File: config.mk
export PLATFORM = sky130hd
export DESIGN_NAME = tag_rx_integrator
export DESIGN_NICKNAME = d
export VERILOG_FILES = /design/src/rtl/tag_rx_integrator.sv
export SDC_FILE = /design/constraint.sdc
export NUM_CORES = 1
export LEC_CHECK = 0
export ABC_AREA = 0
export CORE_MARGIN = 2
export CORE_UTILIZATION = 50
export DETAILED_ROUTE_END_ITERATION = 16
export HOLD_SLACK_MARGIN = 0.1
export PLACE_DENSITY = 0.64
export SLEW_MARGIN = 10
export SYNTH_ARGS = -nofsm -noshare
export SYNTH_HDL_FRONTEND = slang
export SYNTH_SLANG_ARGS = --single-unit
export TNS_END_PERCENT = 10
File: constraint.sdc
create_clock -name clk -period 3.4 [get_ports clk]
set_input_delay 0.68 -clock clk [delete_from_list [all_inputs] [get_ports clk]]
set_output_delay 0.68 -clock clk [all_outputs]
set_load 0.02 [all_outputs]
File: src/rtl/tag_rx_integrator.sv
// Integrate-and-dump of baseband I/Q over NLOC_PER_SYNC windows of NSIG samples after each sync,
// with scale/saturate, a small result FIFO and an AXI-stream master output.
module tag_rx_integrator #(
  parameter int DATA_WIDTH    = 16,
  parameter int NSIG          = 262144,
  parameter int NLOC_PER_SYNC = 3,
  parameter int ACC_WIDTH     = DATA_WIDTH + $clog2(NSIG) + 1,
  parameter int SHIFT         = 18,
  parameter int OUT_WIDTH     = 16,
  parameter int FIFO_DEPTH    = 4
) (
  input  logic                                 clk,
  input  logic                                 reset_n,
  input  logic                                 run,
  input  logic                                 sync_stb,
  input  logic                                 rx_valid,
  input  logic [DATA_WIDTH-1:0]                irx_in,
  input  logic [DATA_WIDTH-1:0]                qrx_in,
  output logic [2*OUT_WIDTH-1:0]               m_tdata,
  output logic [$clog2(NLOC_PER_SYNC+1)-1:0]   m_tuser,
  output logic                                 m_tlast,
  output logic                                 m_tvalid,
  input  logic                                 m_tready,
  output logic                                 busy,
  output logic                                 overflow
);

  localparam int SW = $clog2(NSIG);
  localparam int UW = $clog2(NLOC_PER_SYNC + 1);
  localparam int AW = $clog2(FIFO_DEPTH);
  localparam int EW = 2*OUT_WIDTH + UW + 1;
  localparam logic [SW-1:0] SCNT_LAST = SW'(NSIG - 1);
  localparam logic [UW-1:0] LCNT_LAST = UW'(NLOC_PER_SYNC - 1);
  localparam logic [AW:0]   FIFO_FULL = (AW+1)'(FIFO_DEPTH);
  localparam logic signed [ACC_WIDTH-1:0] SAT_MAX =
    {{(ACC_WIDTH-OUT_WIDTH+1){1'b0}}, {(OUT_WIDTH-1){1'b1}}};
  localparam logic signed [ACC_WIDTH-1:0] SAT_MIN = ~SAT_MAX;

  typedef enum logic [1:0] {IDLE, ARMED, ACCUM} state_t;

  state_t state, state_nxt;

  logic [SW-1:0]                 scnt;
  logic [UW-1:0]                 lcnt;
  logic signed [ACC_WIDTH-1:0]   acc_i, acc_q, xi, xq, sum_i, sum_q;
  logic                          start, take, win_last, seq_last;

  logic                          res_vld;
  logic [EW-1:0]                 res_ent;

  logic [EW-1:0]                 mem [FIFO_DEPTH];
  logic [AW-1:0]                 wptr, rptr;
  logic [AW:0]                   count;
  logic                          pop, wr_ok, drop, run_q;

  function automatic logic [OUT_WIDTH-1:0] sat(input logic signed [ACC_WIDTH-1:0] v);
    logic signed [ACC_WIDTH-1:0] sh;
    sh = v >>> SHIFT;
    if (sh > SAT_MAX)      return SAT_MAX[OUT_WIDTH-1:0];
    else if (sh < SAT_MIN) return SAT_MIN[OUT_WIDTH-1:0];
    else                   return sh[OUT_WIDTH-1:0];
  endfunction

  assign xi = {{(ACC_WIDTH-DATA_WIDTH){irx_in[DATA_WIDTH-1]}}, irx_in};
  assign xq = {{(ACC_WIDTH-DATA_WIDTH){qrx_in[DATA_WIDTH-1]}}, qrx_in};

  // Samples are only taken while run is high, so a run drop never completes a window.
  assign start    = (state == ARMED) && run && sync_stb;
  assign take     = (state == ACCUM) && run && rx_valid;
  assign win_last = take && (scnt == SCNT_LAST);
  assign seq_last = win_last && (lcnt == LCNT_LAST);
  assign sum_i    = (scnt == '0) ? xi : acc_i + xi;
  assign sum_q    = (scnt == '0) ? xq : acc_q + xq;

  always_ff @(posedge clk or negedge reset_n) begin
    if (!reset_n) state <= IDLE;
    else          state <= state_nxt;
  end

  always_comb begin
    state_nxt = state;
    if (!run) begin
      state_nxt = IDLE;
    end else begin
      case (state)
        IDLE:    state_nxt = ARMED;
        ARMED:   if (sync_stb) state_nxt = ACCUM;
        ACCUM:   if (seq_last) state_nxt = ARMED;
        default: state_nxt = IDLE;
      endcase
    end
  end

  always_comb begin
    busy = (state == ACCUM);
  end

  always_ff @(posedge clk or negedge reset_n) begin
    if (!reset_n) begin
      scnt  <= '0;
      lcnt  <= '0;
      acc_i <= '0;
      acc_q <= '0;
    end else if (start) begin
      scnt  <= '0;
      lcnt  <= '0;
      acc_i <= '0;
      acc_q <= '0;
    end else if (take) begin
      acc_i <= sum_i;
      acc_q <= sum_q;
      if (win_last) begin
        scnt <= '0;
        lcnt <= lcnt + UW'(1);
      end else begin
        scnt <= scnt + SW'(1);
      end
    end
  end

  always_ff @(posedge clk or negedge reset_n) begin
    if (!reset_n) begin
      res_vld <= 1'b0;
      res_ent <= '0;
    end else begin
      res_vld <= win_last;
      if (win_last) res_ent <= {sat(sum_i), sat(sum_q), lcnt, lcnt == LCNT_LAST};
    end
  end

  assign pop   = m_tvalid && m_tready;
  assign wr_ok = res_vld && ((count != FIFO_FULL) || pop);
  assign drop  = res_vld && !wr_ok;

  always_ff @(posedge clk) begin
    if (wr_ok) mem[wptr] <= res_ent;
  end

  always_ff @(posedge clk or negedge reset_n) begin
    if (!reset_n) begin
      wptr  <= '0;
      rptr  <= '0;
      count <= '0;
    end else begin
      if (wr_ok) wptr <= wptr + AW'(1);
      if (pop)   rptr <= rptr + AW'(1);
      case ({wr_ok, pop})
        2'b10:   count <= count + (AW+1)'(1);
        2'b01:   count <= count - (AW+1)'(1);
        default: count <= count;
      endcase
    end
  end

  assign m_tvalid = (count != '0);
  assign {m_tdata, m_tuser, m_tlast} = m_tvalid ? mem[rptr] : '0;

  always_ff @(posedge clk or negedge reset_n) begin
    if (!reset_n) begin
      run_q    <= 1'b0;
      overflow <= 1'b0;
    end else begin
      run_q <= run;
      if (drop)              overflow <= 1'b1;
      else if (run && !run_q) overflow <= 1'b0;
    end
  end

endmodule

Word level (Yosys, flattened, before mapping)
Memory sizes are Yosys's and may differ from the RTL's.
Cells that the tools add are included.
Cells by class
  add/subtract/negate cells: 8
  eq/ne operators: 9
  order comparisons: 4
  mux-type cells: 26
  reduce and logical (&&, ||, !) cells: 22
Operators by type and width (count)
  2-to-1 mux 35 bit: 7
  adder 35 x 16 -> 35 bit: 2
  2-to-1 mux 16 bit: 4
  2-to-1 mux 18 bit: 3
  > comparator 17 x 16 -> 1 bit (second input constant): 2
  less-than comparator 17 x 16 -> 1 bit (second input constant): 2
  adder 18 x 1 -> 18 bit (second input constant): 1
  == test 18 bit (second input constant): 1
  zero test 18 bit: 1
  2-to-1 mux 2 bit: 6
  logical AND 1 bit: 10
  nonzero test 2 bit: 4
  adder 2 x 1 -> 2 bit (second input constant): 3
  == test 2 bit (second input constant): 3
  inequality test 3 bit (second input constant): 2
  one-hot mux 2 bit (3 select lines): 1
  one-hot mux 3 bit (2 select lines): 1
  == test 2 x 1 -> 1 bit (second input constant): 2
  2-to-1 mux 1 bit: 4
  AND reduction 2 bit: 2
  adder 3 x 1 -> 3 bit (second input constant): 1
  inequality test 3 x 2 -> 1 bit (second input constant): 1
  nonzero test 3 bit: 1
  subtractor 3 x 1 -> 3 bit (second input constant): 1
  other kinds (3): 4
Word-level totals
  input bits: 38
  register bits: 137
  RAM bits: 140
  word-level logic and storage cells: 82
  output and inout port bits: 38
  memories: 1
Memory list
  mem: depth 4, bits a word 35, read ports 1, clocked after memory_dff 0, write ports 1, RTL line 51  | logic [EW-1:0] mem [FIFO_DEPTH];

Logic depth before layout (Yosys ltp)
  word-level depth: 8
  mapped depth: 15
  depth with buffers taken out: 13

Worst setup path before layout
No wires, ideal clock.
  path type: input to register
  from: input port qrx_in[0]
  to: register res_ent[11]
  path slack: -40 ps
  stages: 15
  setup time: 80 ps
  path buffers: 2
  data required time: 3320 ps
  arrival time: 3360 ps
  path through: ha_1 inv_1 fa_1 nor2b_4 o31a_1 o31ai_4 a21oi_4 a2111oi_4 o31ai_2 xnor2_2 xnor2_1 or3_1 buf_2 buf_6 o211ai_2
Between the ends
  cells in the longest elaborated chain, start to end: 5
  elaborated cells on any way between the ends: 6
  classes of those cells: 1 x add/sub; 2 x order compare; 3 x mux
Ends and longest elaborated chain
  start: declaration: RTL line 18  | input logic [DATA_WIDTH-1:0] qrx_in,
  adder 35 x 16 -> 35 bit (*): RTL line 73  | assign sum_q = (scnt == '0) ? xq : acc_q + xq;
  2-to-1 mux 35 bit (*): RTL line 73
  less-than comparator 17 x 16 -> 1 bit: RTL line 60  | else if (sh < SAT_MIN) return SAT_MIN[OUT_WIDTH-1:0];
  2-to-1 mux 16 bit: RTL line 60
  2-to-1 mux 16 bit (*): RTL line 59  | if (sh > SAT_MAX) return SAT_MAX[OUT_WIDTH-1:0];
  end signal: assignment: RTL line 127  | if (win_last) res_ent <= {sat(sum_i), sat(sum_q), lcnt, lcnt == LCNT_LAST};
  end: declaration: RTL line 49  | logic [EW-1:0] res_ent;
Mark *: on every way between the ends. The rest lies on a longest branch, timed or not.
A chain may end at the register's enable or synchronous reset.

Final worst setup path
  from: input port irx_in[15]
  to: register res_ent[21]
Between the ends
  cells in the longest elaborated chain, start to end: 5
  elaborated cells on any way between the ends: 6
  classes of those cells: 1 x add/sub; 2 x order compare; 3 x mux
Ends and longest elaborated chain
  start: declaration: RTL line 17  | input logic [DATA_WIDTH-1:0] irx_in,
  adder 35 x 16 -> 35 bit: RTL line 72  | assign sum_i = (scnt == '0) ? xi : acc_i + xi;
  2-to-1 mux 35 bit (*): RTL line 72
  less-than comparator 17 x 16 -> 1 bit: RTL line 60
  2-to-1 mux 16 bit: RTL line 60
  2-to-1 mux 16 bit (*): RTL line 59
Marks and branches as above.

==> results.toml <==
[setup_path]
required_ps = 3830
worstPathMaxFanout = 18
rr_startpoint = "acc_q[0]$_DFFE_PN0P_"
ff2ff_path_depth = 14
rr_endpoint = "res_ent[17]$_DFFE_PN0P_"
critical_path_class = "input port to flop"
rrSetupSlack_ps = 160
end_kind = "flop"
worst_setup_path_start_kind = "input port"
cp.arrival_ps = 3770

[grt]
first_global_vias = 11800
overflow = 0
grt_max_degree = 77
antenna_found_initial = 1
track_usage = 0.229
grt_first_pass_wirelength_um = 59000

[cts]
cts_buffers = 31
clock-sinks = 277
root_buffer = "clkbuf_16"
htree_levels = 1
clockBufferDepth = 3
clock_latency_ps = 560
clkTransAtPathRegs_ps = 60
cts_tree = "done"

[timing]
finClkSkew_ps = 14.8
max_freq_ghz = 0.299
maxSlewViolCount = 0
finalCriticalPeriod_ps = 3340
rsz0062_at_grt = "true"
min_period_over_period = 0.984
hold_viol_final = 0
setup_ws_ps = 55.5
setup_viol = 0
relSlewSlack = 0.542
worst_slew_pin_slew_ps = 683

[final_layout]
nNetsFinal = 1835
stdcell_area_um2 = 19400
final_common_cell = "buf_4"
syn2layout_area_growth_pct = 26.6
drive_above_1_share = 0.216
utilization = 0.638
layout_common_cells = "225 x buf_4, 152 x nand2_1, 140 x edfxtp_1, 136 x dfrtp_1"

[floorplan]
die_w_um = 179
die_h_um = 179
rows = 64
initial_core_util = 0.504
core_area_um2 = 30400
die-area_um2 = 32100
ios = 76

[synthesis]
synthTopCellsByArea = "edfxtp_1 27%, dfrtp_1 22%, ha_1 6.2%, mux4_2 5.1%, o21ai_0 3.8%"
yosysSeqAreaShare = 0.497
yosys_register_bits = 277
synth_nets = 1557
synth_xor_xnor_area_share = 0.0444
synth_top_family_by_area = "compound AO/OA/AOI/OAI gates"
synth_top_area_share = 0.274
yosysTopAreaCell = "edfxtp_1"
async_reset_ff_frac = 0.495
synth_compound_area_frac = 0.168
synth-simple-area-share = 0.141
syn_area_um2 = 15300
synthMuxAreaShare = 0.0546
yosysWarnings = 0
synth-main-ff-cell = "edfxtp_1"
syn_inst = 1440
yosys.area_share.adder = 0.0685
synthDistinctLibCells = 77
syn-mean-instance-area_um2 = 10.7
synth-edff-count = 140

[run_status]
status = "complete, no violations"

[place]
io_buffers = 75
gp_congestion = 0.894
placed_area_um2 = 18200
pre_cts_ws_ps = -762
hpwlAfterDp_um = 24900

[drt]
drc_errors = 0
drt_iter0_markers = 652
via_count = 11900
wl_per_cell_um = 17.0
drtPass1Iterations = 4
wl_um = 36400
final_antenna_net_count = 0
vias_per_cell = 5.57

[power_and_ir_drop]
leakage_nw = 8.82
cellPowerDensity_nw_per_um2 = 485
ir_worst_vdd_mv = 0.480

[worst_hold_path]
hold_path_class = "input port to asynchronous set/reset pin"

[run]
maxCapViolations = 0
-- per-layer routing --
layer | GRT usage | vias to the layer above | part of all wire
met1 | 0.311 | 5802 | 0.46
met4 | 0.0538 | 0 | 0.016
met5 | 0 | - | 0
li1 | - | 5845 | -
met3 | 0.0375 | 39 | 0.048
met2 | 0.387 | 226 | 0.47
-- cell usage after synthesis (all sizes together), types with 12 or more instances --
master,instances
nor3,20
nand3,46
a21oi,107
and2,51
o21ai,124
dfrtp,137
ha,76
nand4,14
a211oi,15
nand2,152
mux4,35
xor2,36
xnor2,41
inv,36
edfxtp,140
o31ai,12
nor2,115
buf,16
a21o,43
o211ai,21
clkbuf,52
-- worst max-delay path by stage --
stage,startpoint,to,depth (start not counted)
after floorplan,irx_in[0],res_ent[24]$_DFFE_PN0P_,13
after global placement,irx_in[0],res_ent[24]$_DFFE_PN0P_,14
after detailed placement,irx_in[0],res_ent[24]$_DFFE_PN0P_,14
after CTS,irx_in[15],res_ent[31]$_DFFE_PN0P_,14
after global routing,irx_in[15],res_ent[28]$_DFFE_PN0P_,16
final,irx_in[15],res_ent[21]$_DFFE_PN0P_,14
-- critical path, stage by stage --
cell             delay [ps]
clkdlybuf4s50_1         440
buf_12                  170
ha_1                    320
and3_1                  210
buf_4                   140
a311o_1                 370
o2bb2ai_2               170
o211a_1                 260
o211ai_1                220
a21boi_4                290
buf_4                   150
nand2_1                  40
a22oi_1                 200
nand2_1                  80
-- kinds of logic (layout without fill, tap and decap cells) --
group                      Yosys count  count (layout)
and+or+nand+nor                    459             459
AOI/OAI and AO/OA                  399             399
DFF                                277             277
buffers and inverters              105             407
adders and majority gates           83              83
xor gates and xnor gates            77              77
muxes                               40              40
other                                0               1
-- state kept, by name, indices dropped and copies added (netlist names), 2 cells and up --
name and cells:
acc_i 35, acc_q 35, count 3, lcnt 2, mem 140, res_ent 35, rptr 2, scnt 18
state 2, wptr 2
-- area by class of cell --
cell class	count	area, um2
repair buffers	313	2690
fillers	2453	11000
flip-flops and latches	277	7630
clock buffers	42	817
inverters	37	139
multi-input cells	1058	7500
clock inverters	15	146
diodes	1	2.50
well taps	396	495
-- per-stage QoR --
stage | power [mW] | hold WS [ps] | setup TNS, ps | cells
3_5_place_dp | 6.23 | 477 | -31170 | 2077
2_1_floorplan | 5.20 | 384 | -2.55 | 1440
5_1_grt | 9.92 | 196 | -922 | 2138
4_1_cts | 9.44 | 165 | -0.577 | 2135
3_3_place_gp | 6.19 | 465 | -27550 | 2077
6_report | 9.42 | 138 | 0 | 2139
-- power breakdown --
part | total, mW | internal (mW) | switching, mW
combinational | 2.53 | 1.21 | 1.32
sequential | 3.72 | 3.63 | 0.0869
clock | 3.17 | 1.84 | 1.33
total | 9.42 | 6.68 | 2.74
-- timing repair --
| action | 4_1_cts | 5_1_grt |
|---|---|---|
| setup buffers | 0 | 3 |
| endpoints found under the setup margin | 30 | 72 |
| cloned | 1 | 0 |
| resized for setup | 20 | 26 |
| hold buffers | 0 | 0 |
| pin swaps | 7 | 7 |
Power figures use the tool's default switching activity.
